<file path="config.mk">
export PLATFORM = sky130hd
export DESIGN_NAME = carregador_operandos_ula_flat
export DESIGN_NICKNAME = d
export VERILOG_FILES = /design/src/rtl/ula_pkg.sv /design/src/rtl/carregador_operandos_ula_if.sv /design/src/rtl/detector_borda.sv /design/src/rtl/carregador_operandos_ula.sv /design/src/flat_wrapper.sv
export SDC_FILE = /design/constraint.sdc
export NUM_CORES = 1
export LEC_CHECK = 0
export CORE_MARGIN = 4
export CORE_UTILIZATION = 45
export CTS_CLUSTER_SIZE = 40
export DETAILED_ROUTE_END_ITERATION = 8
export PLACE_DENSITY = 0.75
export SLEW_MARGIN = 0
export SYNTH_ARGS = -nofsm -noshare
export SYNTH_HDL_FRONTEND = slang
export SYNTH_HIERARCHICAL = 1
export SYNTH_SLANG_ARGS = --single-unit
export TNS_END_PERCENT = 30
</file>
<file path="constraint.sdc">
create_clock -name clk -period 2.6 [get_ports clk]
set_clock_uncertainty 0.2 [all_clocks]
set_input_delay 0.26 -clock clk [delete_from_list [all_inputs] [get_ports clk]]
set_output_delay 0.26 -clock clk [all_outputs]
set_load 0.03 [all_outputs]
</file>
<file path="src/rtl/ula_pkg.sv">
// Shared definitions for the logic-unit front end: FSM state codes, operation codes, operand width.
package ula_pkg;

   localparam int LARGURA = 8;

   typedef enum logic [1:0] {
      CARREGA_A  = 2'b00,
      CARREGA_B  = 2'b01,
      ENVIA      = 2'b10,
      ESTADO_INV = 2'b11
   } estado_t;

   localparam logic [1:0] OP_AND = 2'b00;
   localparam logic [1:0] OP_OR  = 2'b01;
   localparam logic [1:0] OP_XOR = 2'b10;
   localparam logic [1:0] OP_NOT = 2'b11;

endpackage

</file>
<file path="src/rtl/carregador_operandos_ula_if.sv">
// Operand bus toward the logic unit: A, B and op qualified by valid, accepted by ready.
interface carregador_operandos_ula_if #(
   parameter int LARGURA = 8
) ();
   logic [LARGURA-1:0] A;
   logic [LARGURA-1:0] B;
   logic [1:0]         op;
   logic               valid;
   logic               ready;

   modport master (output A, output B, output op, output valid, input ready);
   modport slave  (input A, input B, input op, input valid, output ready);
endinterface

</file>
<file path="src/rtl/detector_borda.sv">
// Two-flop synchronizer plus rising-edge detector; one-cycle pulse two edges after the input rises.
// No debounce: each clean rising edge seen after synchronization yields one pulse.
module detector_borda (
   input  logic clk,
   input  logic rst,
   input  logic btn,
   output logic pulse
);
   logic sync1;
   logic sync2;
   logic prev;

   always_ff @(posedge clk) begin
      if (rst) begin
         sync1 <= 1'b0;
         sync2 <= 1'b0;
         prev  <= 1'b0;
      end else begin
         sync1 <= btn;
         sync2 <= sync1;
         prev  <= sync2;
      end
   end

   assign pulse = sync2 & ~prev;
endmodule

</file>
<file path="src/rtl/carregador_operandos_ula.sv">
// Loads A then B from switches on confirm, then offers {A,B,op} with valid until ready or cancel.
// Transfer completes on the edge where valid&ready; all outputs registered, results held for display.
module carregador_operandos_ula
   import ula_pkg::*;
#(
   parameter int LARGURA      = ula_pkg::LARGURA,
   parameter int LARGURA_CONT = 8
) (
   input  logic                    clk,
   input  logic                    rst,
   input  logic [LARGURA-1:0]      sw,
   input  logic                    btn_confirma,
   input  logic                    btn_cancela,
   input  logic [1:0]              sel_op,
   carregador_operandos_ula_if.master bus,
   output logic [1:0]              estado,
   output logic [LARGURA_CONT-1:0] cont_ops
);
   logic               pulso_conf;
   logic               pulso_canc;
   estado_t            est;
   logic [LARGURA-1:0] reg_a;
   logic [LARGURA-1:0] reg_b;
   logic [1:0]         reg_op;
   logic               reg_valid;

   detector_borda u_confirma (
      .clk   (clk),
      .rst   (rst),
      .btn   (btn_confirma),
      .pulse (pulso_conf)
   );

   detector_borda u_cancela (
      .clk   (clk),
      .rst   (rst),
      .btn   (btn_cancela),
      .pulse (pulso_canc)
   );

   // sw is asynchronous but the operator holds it steady across the confirm
   // synchronizer delay, so it is captured directly without its own synchronizer.
   always_ff @(posedge clk) begin
      if (rst) begin
         est       <= CARREGA_A;
         reg_a     <= '0;
         reg_b     <= '0;
         reg_op    <= OP_AND;
         reg_valid <= 1'b0;
         cont_ops  <= '0;
      end else begin
         case (est)
            CARREGA_A: begin
               if (!pulso_canc && pulso_conf) begin
                  reg_a <= sw;
                  est   <= CARREGA_B;
               end
            end
            CARREGA_B: begin
               if (pulso_canc) begin
                  reg_a <= '0;
                  est   <= CARREGA_A;
               end else if (pulso_conf) begin
                  reg_b     <= sw;
                  reg_op    <= sel_op;
                  reg_valid <= 1'b1;
                  est       <= ENVIA;
               end
            end
            ENVIA: begin
               // A transfer in the same cycle as cancel still counts.
               if (reg_valid && bus.ready) begin
                  reg_valid <= 1'b0;
                  cont_ops  <= cont_ops + 1'b1;
                  est       <= CARREGA_A;
               end else if (pulso_canc) begin
                  reg_valid <= 1'b0;
                  est       <= CARREGA_A;
               end
            end
            default: begin
               reg_valid <= 1'b0;
               est       <= CARREGA_A;
            end
         endcase
      end
   end

   assign bus.A     = reg_a;
   assign bus.B     = reg_b;
   assign bus.op    = reg_op;
   assign bus.valid = reg_valid;
   assign estado    = est;
endmodule
</file>
<file path="src/flat_wrapper.sv">
// flat-port wrapper written by rule: the top's interface ports become plain ports
module carregador_operandos_ula_flat import ula_pkg::*;
#(
   parameter int LARGURA      = ula_pkg::LARGURA,
   parameter int LARGURA_CONT = 8
)
  (clk, rst, sw, btn_confirma, btn_cancela, sel_op, estado, cont_ops, bus_A, bus_B, bus_op, bus_valid, bus_ready);
  carregador_operandos_ula_if #(.LARGURA(LARGURA)) bus_i ();
  input  logic clk;
  input  logic rst;
  input  logic [LARGURA-1:0] sw;
  input  logic btn_confirma;
  input  logic btn_cancela;
  input  logic [1:0] sel_op;
  output logic [1:0] estado;
  output logic [LARGURA_CONT-1:0] cont_ops;
  output wire logic [$bits(bus_i.A)-1:0] bus_A;
  output wire logic [$bits(bus_i.B)-1:0] bus_B;
  output wire logic [$bits(bus_i.op)-1:0] bus_op;
  output wire logic [$bits(bus_i.valid)-1:0] bus_valid;
  input wire logic [$bits(bus_i.ready)-1:0] bus_ready;
  assign bus_A = bus_i.A;
  assign bus_B = bus_i.B;
  assign bus_op = bus_i.op;
  assign bus_valid = bus_i.valid;
  assign bus_i.ready = bus_ready;
  carregador_operandos_ula #(.LARGURA(LARGURA), .LARGURA_CONT(LARGURA_CONT)) u_core (.clk(clk), .rst(rst), .sw(sw), .btn_confirma(btn_confirma), .btn_cancela(btn_cancela), .sel_op(sel_op), .bus(bus_i), .estado(estado), .cont_ops(cont_ops));
endmodule
</file>
==> flow_summary.json <==
{
  "synth.yosys.seq_area_share_pct": 49.3,
  "clk_latency_ns": 0.34,
  "ys.warnings.count": 6,
  "hold_path.startpoint": "btn_confirma",
  "syn_area_um2": 1420,
  "ctsLongestPathBuffers": 2,
  "end_kind": "output port",
  "finalHoldViolCount": 0,
  "cts_tree": "yes",
  "cts_sinks": 35,
  "cp.required_ns": 2.14,
  "r2r_start": "u_core/estado[1]",
  "leakage_nw": 0.758,
  "critPathSlowestCell": "clkdlybuf4s50_1",
  "grt_usage_pct": 16.8,
  "num_vias": 1213,
  "crit_family": "buffers and inverters",
  "fillCellCount": 277,
  "multi_input_area_um2": 648,
  "period_minus_slack_ns": 2.29,
  "slew_headroom_pct": 60.8,
  "fp.dieArea_um2": 4120,
  "grt_max_degree": 18,
  "vias_per_cell": 4.99,
  "max_freq_ghz": 0.436,
  "die_h_um": 64.2,
  "antenna_found_initial": 0,
  "core_um2": 3030,
  "ioPinCount": 44,
  "tightest_slew_ns": 0.587,
  "start_util_pct": 46.9,
  "h-tree-depth": 2,
  "layout.nets": 214,
  "std_cell_rows": 20,
  "globalplace.congestion": 0.781,
  "synth_edf_count": 0,
  "cts_hold_buf": 0,
  "grt_overflow": 0,
  "ir_worst_vdd_v": 0.000261,
  "reg2reg_to": "u_core/cont_ops[6]",
  "wirelength_um": 3290,
  "crit_type": "reg2out",
  "ys_types": 33,
  "clk_pin_slew_ns": 0.12,
  "yosys-top-cells-area": "dfxtp_1 49%, nand2_1 8.2%, mux2i_1 6.3%, a21oi_1 5.3%, o211ai_1 4.2%",
  "post_cts_buffers": 0,
  "root_buffer": "clkbuf_4",
  "portBuffers": 43,
  "die_w_um": 64.2,
  "syn-instance-count": 155,
  "drc": 0,
  "antenna_cells": 0,
  "start_kind": "register",
  "regArea_um2": 701,
  "avgSynthCellArea_um2": 9.17,
  "first_pass_iters": 4,
  "grt_pass1_vias": 1158,
  "post_cts_resized": 0,
  "drive_above_1_share_pct": 6.53,
  "final.setup.tns_ns": 0,
  "grt_pass1_wl_um": 5420,
  "antenna_left": 0,
  "critPathBufInv": 1,
  "synth_largest_area_cell": "dfxtp_1",
  "report.final.slew_viol_count": 0,
  "path_max_fanout": 17,
  "drtIter0Drc": 52,
  "worstPathArrival_ns": 1.83,
  "hold_path_end": "u_core/u_confirma/sync1",
  "cap_violations": 0,
  "reg2reg_depth": 3,
  "period_share_pct": 88.2,
  "hpwl_um": 2380,
  "setup_violations": 0,
  "crit_path_cell_trace": "clkdlybuf4s50_1",
  "hold_depth": 2,
  "async_flop_share_pct": 0,
  "synth_ff_type": "dfxtp_1",
  "power.total_mw": 1.13,
  "numCtsBuffers": 5,
  "power.density_nw_per_um2": 574,
  "grt_setup_unrepaired": "no",
  "hp-class": "in2reg",
  "synth-seq-cells": 35,
  "status": "complete, no violations",
  "wire_per_inst_um": 13.5,
  "max_stage_delay_ns": 0.78,
  "synth_fp_nets": 171,
  "yosys.area.top_type_share_pct": 49.3,
  "regToRegSetupSlack_ns": 0.60,
  "syn_to_final_growth_pct": 39.1
}
## area by class of cell
| type | instances | share of cell area (%) |
|---|---|---|
| clock buffer | 5 | 1.90 |
| clock inverter | 3 | 3.42 |
| inverter | 6 | 1.14 |
| multi-input combinational | 105 | 32.8 |
| sequential | 35 | 35.4 |
| tap | 44 | 2.78 |
| timing repair buffer | 45 | 22.5 |
## stage by stage
stage,hold slack (ns),worst slack (ns),utilization (%),instances,cell area [um2]
after floorplan,0.132,0.836,-,155,1420
after global placement,0.233,0.567,61.8,235,1870
after detailed placement,0.234,0.527,61.8,235,1870
after CTS,0.248,0.299,65.3,243,1980
after global routing,0.238,0.185,65.3,243,1980
final,0.255,0.307,65.3,243,1980
## worst max path at each step
stage / start / to / cells after the start
3_5_place_dp: bus_ready / u_core/cont_ops[7] / 4
5_1_grt: u_core/estado[1] / estado[1] / 1
3_3_place_gp: bus_ready / u_core/cont_ops[7] / 4
6_report: u_core/estado[1] / estado[1] / 1
4_1_cts: u_core/estado[1] / estado[1] / 1
2_1_floorplan: u_core/cont_ops[0] / u_core/cont_ops[6] / 4
## state kept, by name, indices dropped and copies added, names as in the netlist, 2 cells and up
signal,flops
u_core/estado,2
u_core/cont_ops,8
u_core/bus.A,8
u_core/bus.op,2
u_core/bus.B,8
## per-layer routing
metal	global-route usage (%)	vias up	share of wire, %
met4	6.33	0	0.94
met5	0	-	0
met3	5.10	4	7.1
met2	27.6	37	48
met1	20.6	547	44
li1	-	625	-
## cell families (layout without fill, tap and decap cells)
| logic type | after synthesis | after routing | synth area share [%] |
|---|---|---|---|
| xor+xnor | 2 | 2 | 1.23 |
| fa+ha+maj | 1 | 1 | 0.880 |
| compound gates | 32 | 32 | 13.6 |
| flops | 35 | 35 | 49.3 |
| simple gates | 60 | 60 | 22.8 |
| mux | 10 | 10 | 7.13 |
| buf+inv | 15 | 59 | 5.10 |
## power by group
part	leakage [nW]	total [mW]	switching, mW	internal (mW)
Sequential	0.283	0.553	0.00694	0.546
Clock	0.0514	0.487	0.188	0.299
Combinational	0.423	0.0933	0.0471	0.0462
Total	0.758	1.13	0.242	0.891
## synthesized netlist by cell type, drive strengths merged (3+ instances only)
cell and instances:
buf 3, dfxtp 35, nand2 31, nor2b 9, nand3 3, or3 3, o21ai 3, mux2i 9
a21oi 15, nor2 3, o211ai 8, inv 5, clkbuf 6
## layout by cell type (no fill, tap or decap), types with 3 or more instances in the layout
cell / n
clkdlybuf4s50_1: 43
dfxtp_1: 35
nand2_1: 31
a21oi_1: 15
mux2i_1: 9
o211ai_1: 8
nor2b_1: 7
clkbuf_4: 5
inv_1: 5
o21ai_1: 3
or3_1: 3
nor2_1: 3
nand3_1: 3
(Power assumes the default switching activity.)
